--- config.mk ---
export PLATFORM = sky130hd
export DESIGN_NAME = pattern_expander_flat
export DESIGN_NICKNAME = d
export VERILOG_FILES = /design/src/rtl/pattern_expander_pkg.sv /design/src/rtl/pattern_expander_if.sv /design/src/rtl/pattern_expander_sync_fifo.sv /design/src/rtl/pattern_expander.sv /design/src/flat_wrapper.sv
export SDC_FILE = /design/constraint.sdc
export NUM_CORES = 1
export LEC_CHECK = 0
export ABC_AREA = 1
export CORE_UTILIZATION = 55
export DETAILED_ROUTE_END_ITERATION = 12
export DONT_BUFFER_PORTS = 1
export HOLD_SLACK_MARGIN = 0.1
export PLACE_DENSITY_LB_ADDON = 0.2
export SYNTH_ARGS = -nofsm -noshare
export SYNTH_HDL_FRONTEND = slang
export SYNTH_SLANG_ARGS = --single-unit
export TNS_END_PERCENT = 30
--- constraint.sdc ---
create_clock -name clk -period 3.9 [get_ports clk]
set_input_delay 0.195 -clock clk [delete_from_list [all_inputs] [get_ports clk]]
set_output_delay 0.195 -clock clk [all_outputs]
set_load 0.01 [all_outputs]
--- src/rtl/pattern_expander_pkg.sv ---
// pattern_expander_pkg: shared definitions for the pattern expander slice.
//   - mode_e     : 2-bit expansion mode travelling with each input word
//   - EXP_MAX_W  : widest input word the expand() helper supports
//   - expand()   : maps an input word to its 2x-wide pattern
// Callers zero-extend their word to EXP_MAX_W bits and pass the real width.
// They then keep the low 2*in_w bits of the result.
package pattern_expander_pkg;

    typedef enum logic [1:0] {
        MODE_DUP   = 2'd0,  // bit i -> {b_i, b_i}
        MODE_MANCH = 2'd1,  // bit i -> {b_i, ~b_i}
        MODE_REP   = 2'd2,  // {in, in}
        MODE_REPN  = 2'd3   // {~in, ~in}
    } mode_e;

    localparam int EXP_MAX_W = 32;
    localparam int EXP_OUT_W = 2 * EXP_MAX_W;

    // Bits above 2*in_w in the result are meaningless and must be dropped by the caller.
    function automatic logic [EXP_OUT_W-1:0] expand(
        input logic [EXP_MAX_W-1:0] data,
        input logic [1:0]           mode,
        input int                   in_w
    );
        logic [EXP_OUT_W-1:0] dext;
        logic [EXP_OUT_W-1:0] one;
        logic [EXP_OUT_W-1:0] b;
        logic [EXP_OUT_W-1:0] res;
        dext = {{EXP_MAX_W{1'b0}}, data};
        one  = {{(EXP_OUT_W-1){1'b0}}, 1'b1};
        res  = {EXP_OUT_W{1'b0}};
        case (mode_e'(mode))
            MODE_DUP: begin
                for (int i = 0; i < EXP_MAX_W; i++) begin
                    b   = (dext >> i) & one;
                    res = res | (b << (2 * i + 1)) | (b << (2 * i));
                end
            end
            MODE_MANCH: begin
                for (int i = 0; i < EXP_MAX_W; i++) begin
                    b   = (dext >> i) & one;
                    res = res | (b << (2 * i + 1)) | ((b ^ one) << (2 * i));
                end
            end
            MODE_REP: begin
                res = dext | (dext << in_w);
            end
            MODE_REPN: begin
                // Inversion spills ones above 2*in_w; those bits are discarded by the caller.
                res = ~(dext | (dext << in_w));
            end
            default: begin
                res = {EXP_OUT_W{1'b0}};
            end
        endcase
        return res;
    endfunction

endpackage

--- src/rtl/pattern_expander_if.sv ---
// pattern_expander_if: input/output handshake bundle of the pattern expander.
//   in_valid/in_ready/in_data/in_mode : word stream into the block
//   out_valid/out_ready/out_data      : expanded pattern stream out of the block
//   xfer_cnt                          : saturating count of completed output transfers
// modport slave is the block side; modport master is the source/consumer side.
interface pattern_expander_if #(
    parameter int IN_W  = 4,
    parameter int CNT_W = 8
);
    import pattern_expander_pkg::*;

    logic                 in_valid;
    logic                 in_ready;
    logic [IN_W-1:0]      in_data;
    logic [1:0]           in_mode;
    logic                 out_valid;
    logic                 out_ready;
    logic [2*IN_W-1:0]    out_data;
    logic [CNT_W-1:0]     xfer_cnt;

    modport master (
        output in_valid, in_data, in_mode, out_ready,
        input  in_ready, out_valid, out_data, xfer_cnt
    );

    modport slave (
        input  in_valid, in_data, in_mode, out_ready,
        output in_ready, out_valid, out_data, xfer_cnt
    );

endinterface

--- src/rtl/pattern_expander_sync_fifo.sv ---
// sync_fifo: single-clock FIFO with wrapping pointers and an occupancy count.
//   clk, reset (synchronous, active-low)
//   push/wr_data : write at tail (ignored when full)
//   pop/rd_data  : advance head (ignored when empty); rd_data = mem[rd_ptr]
//   full/empty   : decoded from the registered count only
module sync_fifo
    import pattern_expander_pkg::*;
#(
    parameter int WIDTH = 8,
    parameter int DEPTH = 2
) (
    input  logic             clk,
    input  logic             reset,
    input  logic             push,
    input  logic             pop,
    input  logic [WIDTH-1:0] wr_data,
    output logic [WIDTH-1:0] rd_data,
    output logic             full,
    output logic             empty
);

    localparam int           AW       = $clog2(DEPTH);
    localparam logic [AW:0]  CNT_FULL = (AW + 1)'(DEPTH);
    localparam logic [AW:0]  CNT_ONE  = (AW + 1)'(1);
    localparam logic [AW-1:0] PTR_ONE = AW'(1);

    logic [WIDTH-1:0] mem_r [DEPTH];
    logic [AW-1:0]    wr_ptr_r;
    logic [AW-1:0]    rd_ptr_r;
    logic [AW:0]      count_r;
    logic [AW:0]      count_nxt_s;
    logic             push_ok_s;
    logic             pop_ok_s;

    // Flags come from the registered count so no input reaches them combinationally.
    always_comb begin
        full      = (count_r == CNT_FULL);
        empty     = (count_r == {(AW + 1){1'b0}});
        push_ok_s = push && !full;
        pop_ok_s  = pop && !empty;
        rd_data   = mem_r[rd_ptr_r];
    end

    // Occupancy update; a coinciding push and pop leave it unchanged.
    always_comb begin
        count_nxt_s = count_r;
        case ({push_ok_s, pop_ok_s})
            2'b10:   count_nxt_s = count_r + CNT_ONE;
            2'b01:   count_nxt_s = count_r - CNT_ONE;
            default: count_nxt_s = count_r;
        endcase
    end

    // Pointers and count; pointers wrap naturally at DEPTH (power of two).
    always_ff @(posedge clk) begin
        if (!reset) begin
            wr_ptr_r <= {AW{1'b0}};
            rd_ptr_r <= {AW{1'b0}};
            count_r  <= {(AW + 1){1'b0}};
        end else begin
            if (push_ok_s) begin
                wr_ptr_r <= wr_ptr_r + PTR_ONE;
            end
            if (pop_ok_s) begin
                rd_ptr_r <= rd_ptr_r + PTR_ONE;
            end
            count_r <= count_nxt_s;
        end
    end

    // Storage array; contents are don't-care after reset since the pointers restart.
    always_ff @(posedge clk) begin
        if (push_ok_s && reset) begin
            mem_r[wr_ptr_r] <= wr_data;
        end
    end

endmodule

--- src/rtl/pattern_expander.sv ---
// pattern_expander: streams IN_W-bit words (with a per-word mode) into 2*IN_W-bit
// patterns, buffered in a DEPTH-entry FIFO.
//   clk   : clock, rising edge
//   reset : synchronous, active-low; flushes the FIFO and clears xfer_cnt
//   bus   : pattern_expander_if.slave
//           in_valid/in_ready/in_data/in_mode, out_valid/out_ready/out_data, xfer_cnt
// in_ready depends only on the registered occupancy, so a full FIFO never
// accepts a word even when the consumer drains in the same cycle.
module pattern_expander
    import pattern_expander_pkg::*;
#(
    parameter int IN_W  = 4,
    parameter int DEPTH = 2,
    parameter int CNT_W = 8
) (
    input  logic                 clk,
    input  logic                 reset,
    pattern_expander_if.slave    bus
);

    localparam int               OUT_W   = 2 * IN_W;
    localparam logic [CNT_W-1:0] CNT_MAX = {CNT_W{1'b1}};
    localparam logic [CNT_W-1:0] CNT_ONE = CNT_W'(1);

    logic [EXP_MAX_W-1:0] data_ext_s;
    logic [EXP_OUT_W-1:0] exp_full_s;
    logic [OUT_W-1:0]     exp_s;
    logic [OUT_W-1:0]     head_s;
    logic                 full_s;
    logic                 empty_s;
    logic                 push_s;
    logic                 pop_s;
    logic [CNT_W-1:0]     xfer_cnt_r;

    // Expansion of the word currently offered; only its low OUT_W bits are meaningful.
    always_comb begin
        data_ext_s = EXP_MAX_W'(bus.in_data);
        exp_full_s = expand(data_ext_s, bus.in_mode, IN_W);
        exp_s      = exp_full_s[OUT_W-1:0];
    end

    // Discarded upper bits of the wide helper result.
    if (OUT_W < EXP_OUT_W) begin : g_exp_upper
        logic exp_upper_unused_s;
        assign exp_upper_unused_s = ^exp_full_s[EXP_OUT_W-1:OUT_W];
    end

    // Handshake glue between the streams and the FIFO.
    always_comb begin
        push_s        = bus.in_valid && !full_s;
        pop_s         = bus.out_ready && !empty_s;
        bus.in_ready  = !full_s;
        bus.out_valid = !empty_s;
        bus.out_data  = head_s;
        bus.xfer_cnt  = xfer_cnt_r;
    end

    sync_fifo #(
        .WIDTH (OUT_W),
        .DEPTH (DEPTH)
    ) u_fifo (
        .clk     (clk),
        .reset   (reset),
        .push    (push_s),
        .pop     (pop_s),
        .wr_data (exp_s),
        .rd_data (head_s),
        .full    (full_s),
        .empty   (empty_s)
    );

    // Output transfer counter; sticks at all-ones instead of wrapping.
    always_ff @(posedge clk) begin
        if (!reset) begin
            xfer_cnt_r <= {CNT_W{1'b0}};
        end else if (pop_s && (xfer_cnt_r != CNT_MAX)) begin
            xfer_cnt_r <= xfer_cnt_r + CNT_ONE;
        end else begin
            xfer_cnt_r <= xfer_cnt_r;
        end
    end

endmodule

--- src/flat_wrapper.sv ---
// flat-port wrapper written by rule: the top's interface ports become plain ports
module pattern_expander_flat import pattern_expander_pkg::*;
#(
    parameter int IN_W  = 4,
    parameter int DEPTH = 2,
    parameter int CNT_W = 8
)
  (clk, reset, bus_in_valid, bus_in_data, bus_in_mode, bus_out_ready, bus_in_ready, bus_out_valid, bus_out_data, bus_xfer_cnt);
  pattern_expander_if #(.IN_W(IN_W), .CNT_W(CNT_W)) bus_i ();
  input  logic clk;
  input  logic reset;
  input wire logic [$bits(bus_i.in_valid)-1:0] bus_in_valid;
  input wire logic [$bits(bus_i.in_data)-1:0] bus_in_data;
  input wire logic [$bits(bus_i.in_mode)-1:0] bus_in_mode;
  input wire logic [$bits(bus_i.out_ready)-1:0] bus_out_ready;
  output wire logic [$bits(bus_i.in_ready)-1:0] bus_in_ready;
  output wire logic [$bits(bus_i.out_valid)-1:0] bus_out_valid;
  output wire logic [$bits(bus_i.out_data)-1:0] bus_out_data;
  output wire logic [$bits(bus_i.xfer_cnt)-1:0] bus_xfer_cnt;
  assign bus_i.in_valid = bus_in_valid;
  assign bus_i.in_data = bus_in_data;
  assign bus_i.in_mode = bus_in_mode;
  assign bus_i.out_ready = bus_out_ready;
  assign bus_in_ready = bus_i.in_ready;
  assign bus_out_valid = bus_i.out_valid;
  assign bus_out_data = bus_i.out_data;
  assign bus_xfer_cnt = bus_i.xfer_cnt;
  pattern_expander #(.IN_W(IN_W), .DEPTH(DEPTH), .CNT_W(CNT_W)) u_core (.clk(clk), .reset(reset), .bus(bus_i));
endmodule
==> results by group <==
CTS
  – CTS Buf Count: 5
  – CTS clk-pin slew, worst paths: 0.09 ns
  – Post-CTS sizing: 0
  – Clk Latency, worst-skew pair: 0.30 ns
  – CTS tree: yes
  – Maximum clock path buffer count: 2
  – CTS Sinks: 29
  – H-tree depth: 2
  – Root buffer cell: clkbuf_4

Placed design
  – PortBufs: 0
  – DP Area: 1390 um^2
  – Gp weighted congestion: 0.828
  – Inst Count DP: 174
  – DP HPWL: 1730 um

Timing
  – Count of final hold-check violations: 0
  – Worst Tran Pin Value: 1.09 ns
  – Setup violators final: 0
  – Final setup TNS: 0 ns
  – RSZ-0062 raised after global routing: false
  – Achievable Freq: 0.468 GHz
  – Final Slew Violations: 0
  – Max Clock Skew: 0.00760 ns
  – Final hold slack: 0.124 ns
  – Min Tclk post-route: 2.14 ns
  – Slew headroom: 0.270
  – Final cycle utilization of the critical path: 0.548

Synth
  – Synth top area cells: edfxtp_1 (35%), dfxtp_1 (19%), nand2_1 (6.8%), mux2_2 (6.5%), a21oi_1 (4.7%)
  – Mean post-synth cell area: 9.23 um^2
  – Mapped Area: 1380 um^2
  – Seq/Total Area, Yosys: 0.535
  – Synth top area share: 0.347
  – Netlist cell types: 21
  – Ys Warns: 0
  – Seq cells post-synth: 29
  – Syn_nets: 162
  – Synth Instances: 150
  – Yosys top cell by area: edfxtp_1

Layout
  – Fin nets: 167
  – Area growth syn-to-layout: 5.88%
  – Share of cells above drive strength 1: 0.147
  – Diode count: 0
  – Finished Layout Cells: 184
  – Fin area: 1470 um^2

Route
  – Drt drc: 0
  – First-pass DRT Iterations: 4
  – WL/cell: 12.5 um
  – Final antenna-violating net count: 0
  – Routed vias/inst: 5.45
  – Initial DRC count: 17
  – Final WL: 2300 um
  – Vias: 1002

Global routing
  – First-pass GRT wire length: 3720 um
  – Antenna violations before repair: 0
  – Gr ovfl total: 0
  – Overall routing resource usage: 0.195
  – Largest net degree at the start of global routing: 14
  – Vias in the first global route: 914

Setup path
  – Critical path data required time: 3.82 ns
  – CP Max Fanout: 12
  – Worst setup EP type: register
  – Setup crit start kind: input port
  – Worst EP arrival: 2.06 ns
  – CP Class: input port to register

Die
  – Die area: 2720 um^2
  – Starting density of the core: 0.602
  – Die width: 52.2 um
  – Die height: 52.2 um
  – Ports: 28
  – Core area: 2300 um^2
  – Site row count: 17

Flow run
  – Max Cap Viol: 0

Pwr
  – Power density over the cells: 468 nW/um^2
  – PnR Total Power: 686 uW
  – Worst vdd ir: 0.277 mV
  – Cell leakage power: 0.000558 uW

Outcome
  – Status: complete, no violations

Worst hold path
  – Class of the worst hold path: input port to register
==> per-layer routing <==
layer  vias up  share of wire  track usage
li1        512              -            -
met3         2          0.072       0.0760
met5         -              0            0
met4         0         0.0035       0.0658
met2        32           0.46        0.316
met1       456           0.46        0.237
==> worst max-delay path, cell delays in order <==
cell           delay, ns
dlygate4sd3_1       0.83
inv_1               0.14
nor3_1              0.89
==> synth_stat cells <==
master / number
nor2_1: 16
o21ai_0: 12
inv_1: 17
o21ai_2: 1
xor2_1: 4
nor2_4: 1
nor3_1: 1
nand3b_1: 1
edfxtp_1: 16
mux2_2: 8
nand4_1: 2
buf_6: 1
ha_1: 2
dfxtp_1: 13
a21oi_1: 13
nand2_2: 1
nor2_2: 4
buf_4: 1
nand3_1: 9
nand2_1: 25
buf_2: 2
==> placed cells by master, fill, tap and decap left out, drive strengths merged, types with 5 or more instances in the layout <==
cell / Yosys / routed
nor2: 21 / 21
clkbuf: 0 / 5
mux2: 8 / 8
a21oi: 13 / 13
dfxtp: 13 / 13
edfxtp: 16 / 16
inv: 17 / 17
nand3: 9 / 9
nand2: 26 / 26
o21ai: 13 / 13
==> cells by family after synthesis <==
kind of cell,Yosys count,synth area share
buffers and inverters,21,0.0669
XOR/XNOR,4,0.0253
AO/OA/AOI/OAI,26,0.0967
AND/OR/NAND/NOR,60,0.193
adder cells (fa/ha/maj),2,0.0181
multiplexers,8,0.0651
flip-flops,29,0.535
==> sequential cells by signal (all words and copies together) (netlist names), named ones only <==
register and cells:
u_core.u_fifo.mem_r 16, u_core.bus.xfer_cnt 8, u_core.u_fifo.count_r 2, u_core.u_fifo.rd_ptr_r 1, u_core.u_fifo.wr_ptr_r 1
==> power breakdown <==
group          internal, uW  total [uW]  switching (uW)  leakage [uW]
registers               356         387            31.0      0.000253
logic                  52.2         135            83.2      0.000274
clock network          67.8         163            95.6     0.0000310
total                   476         686             210      0.000558
==> through the flow <==
step	setup slack [ns]	utilization
3_5_place_dp	1.91	0.605
4_1_cts	1.77	0.638
3_3_place_gp	1.98	0.605
5_1_grt	1.63	0.638
2_1_floorplan	2.23	-
6_report	1.76	0.638
==> layout make-up <==
| class | instances | area [um^2] |
|---|---|---|
| sequential | 29 | 741 |
| multi-input combinational | 100 | 551 |
| timing repair buffer | 2 | 20.0 |
| fill | 212 | 832 |
| inverter | 17 | 63.8 |
| tap | 28 | 35.0 |
| clock buffer | 5 | 37.5 |
| clock inverter | 3 | 17.5 |
==> repair_timing <==
action	CTS	global route
hold buffers	2	0
setup buffers	0	0
endpoints found under the hold margin	13	0
==> worst paths after layout <==
check	from	endpoint	slack, ns	depth (start not counted)
min	bus_in_mode[0]	u_core.u_fifo.mem_r[0][2]	0.12	1
min reg2reg	u_core.u_fifo.wr_ptr_r	u_core.u_fifo.wr_ptr_r	0.48	2
max	reset	u_core.u_fifo.mem_r[1][5]	1.76	3
max reg2reg	u_core.u_fifo.count_r[0]	u_core.u_fifo.mem_r[1][5]	1.92	4
Note: power is estimated with default switching activity, not from simulation.
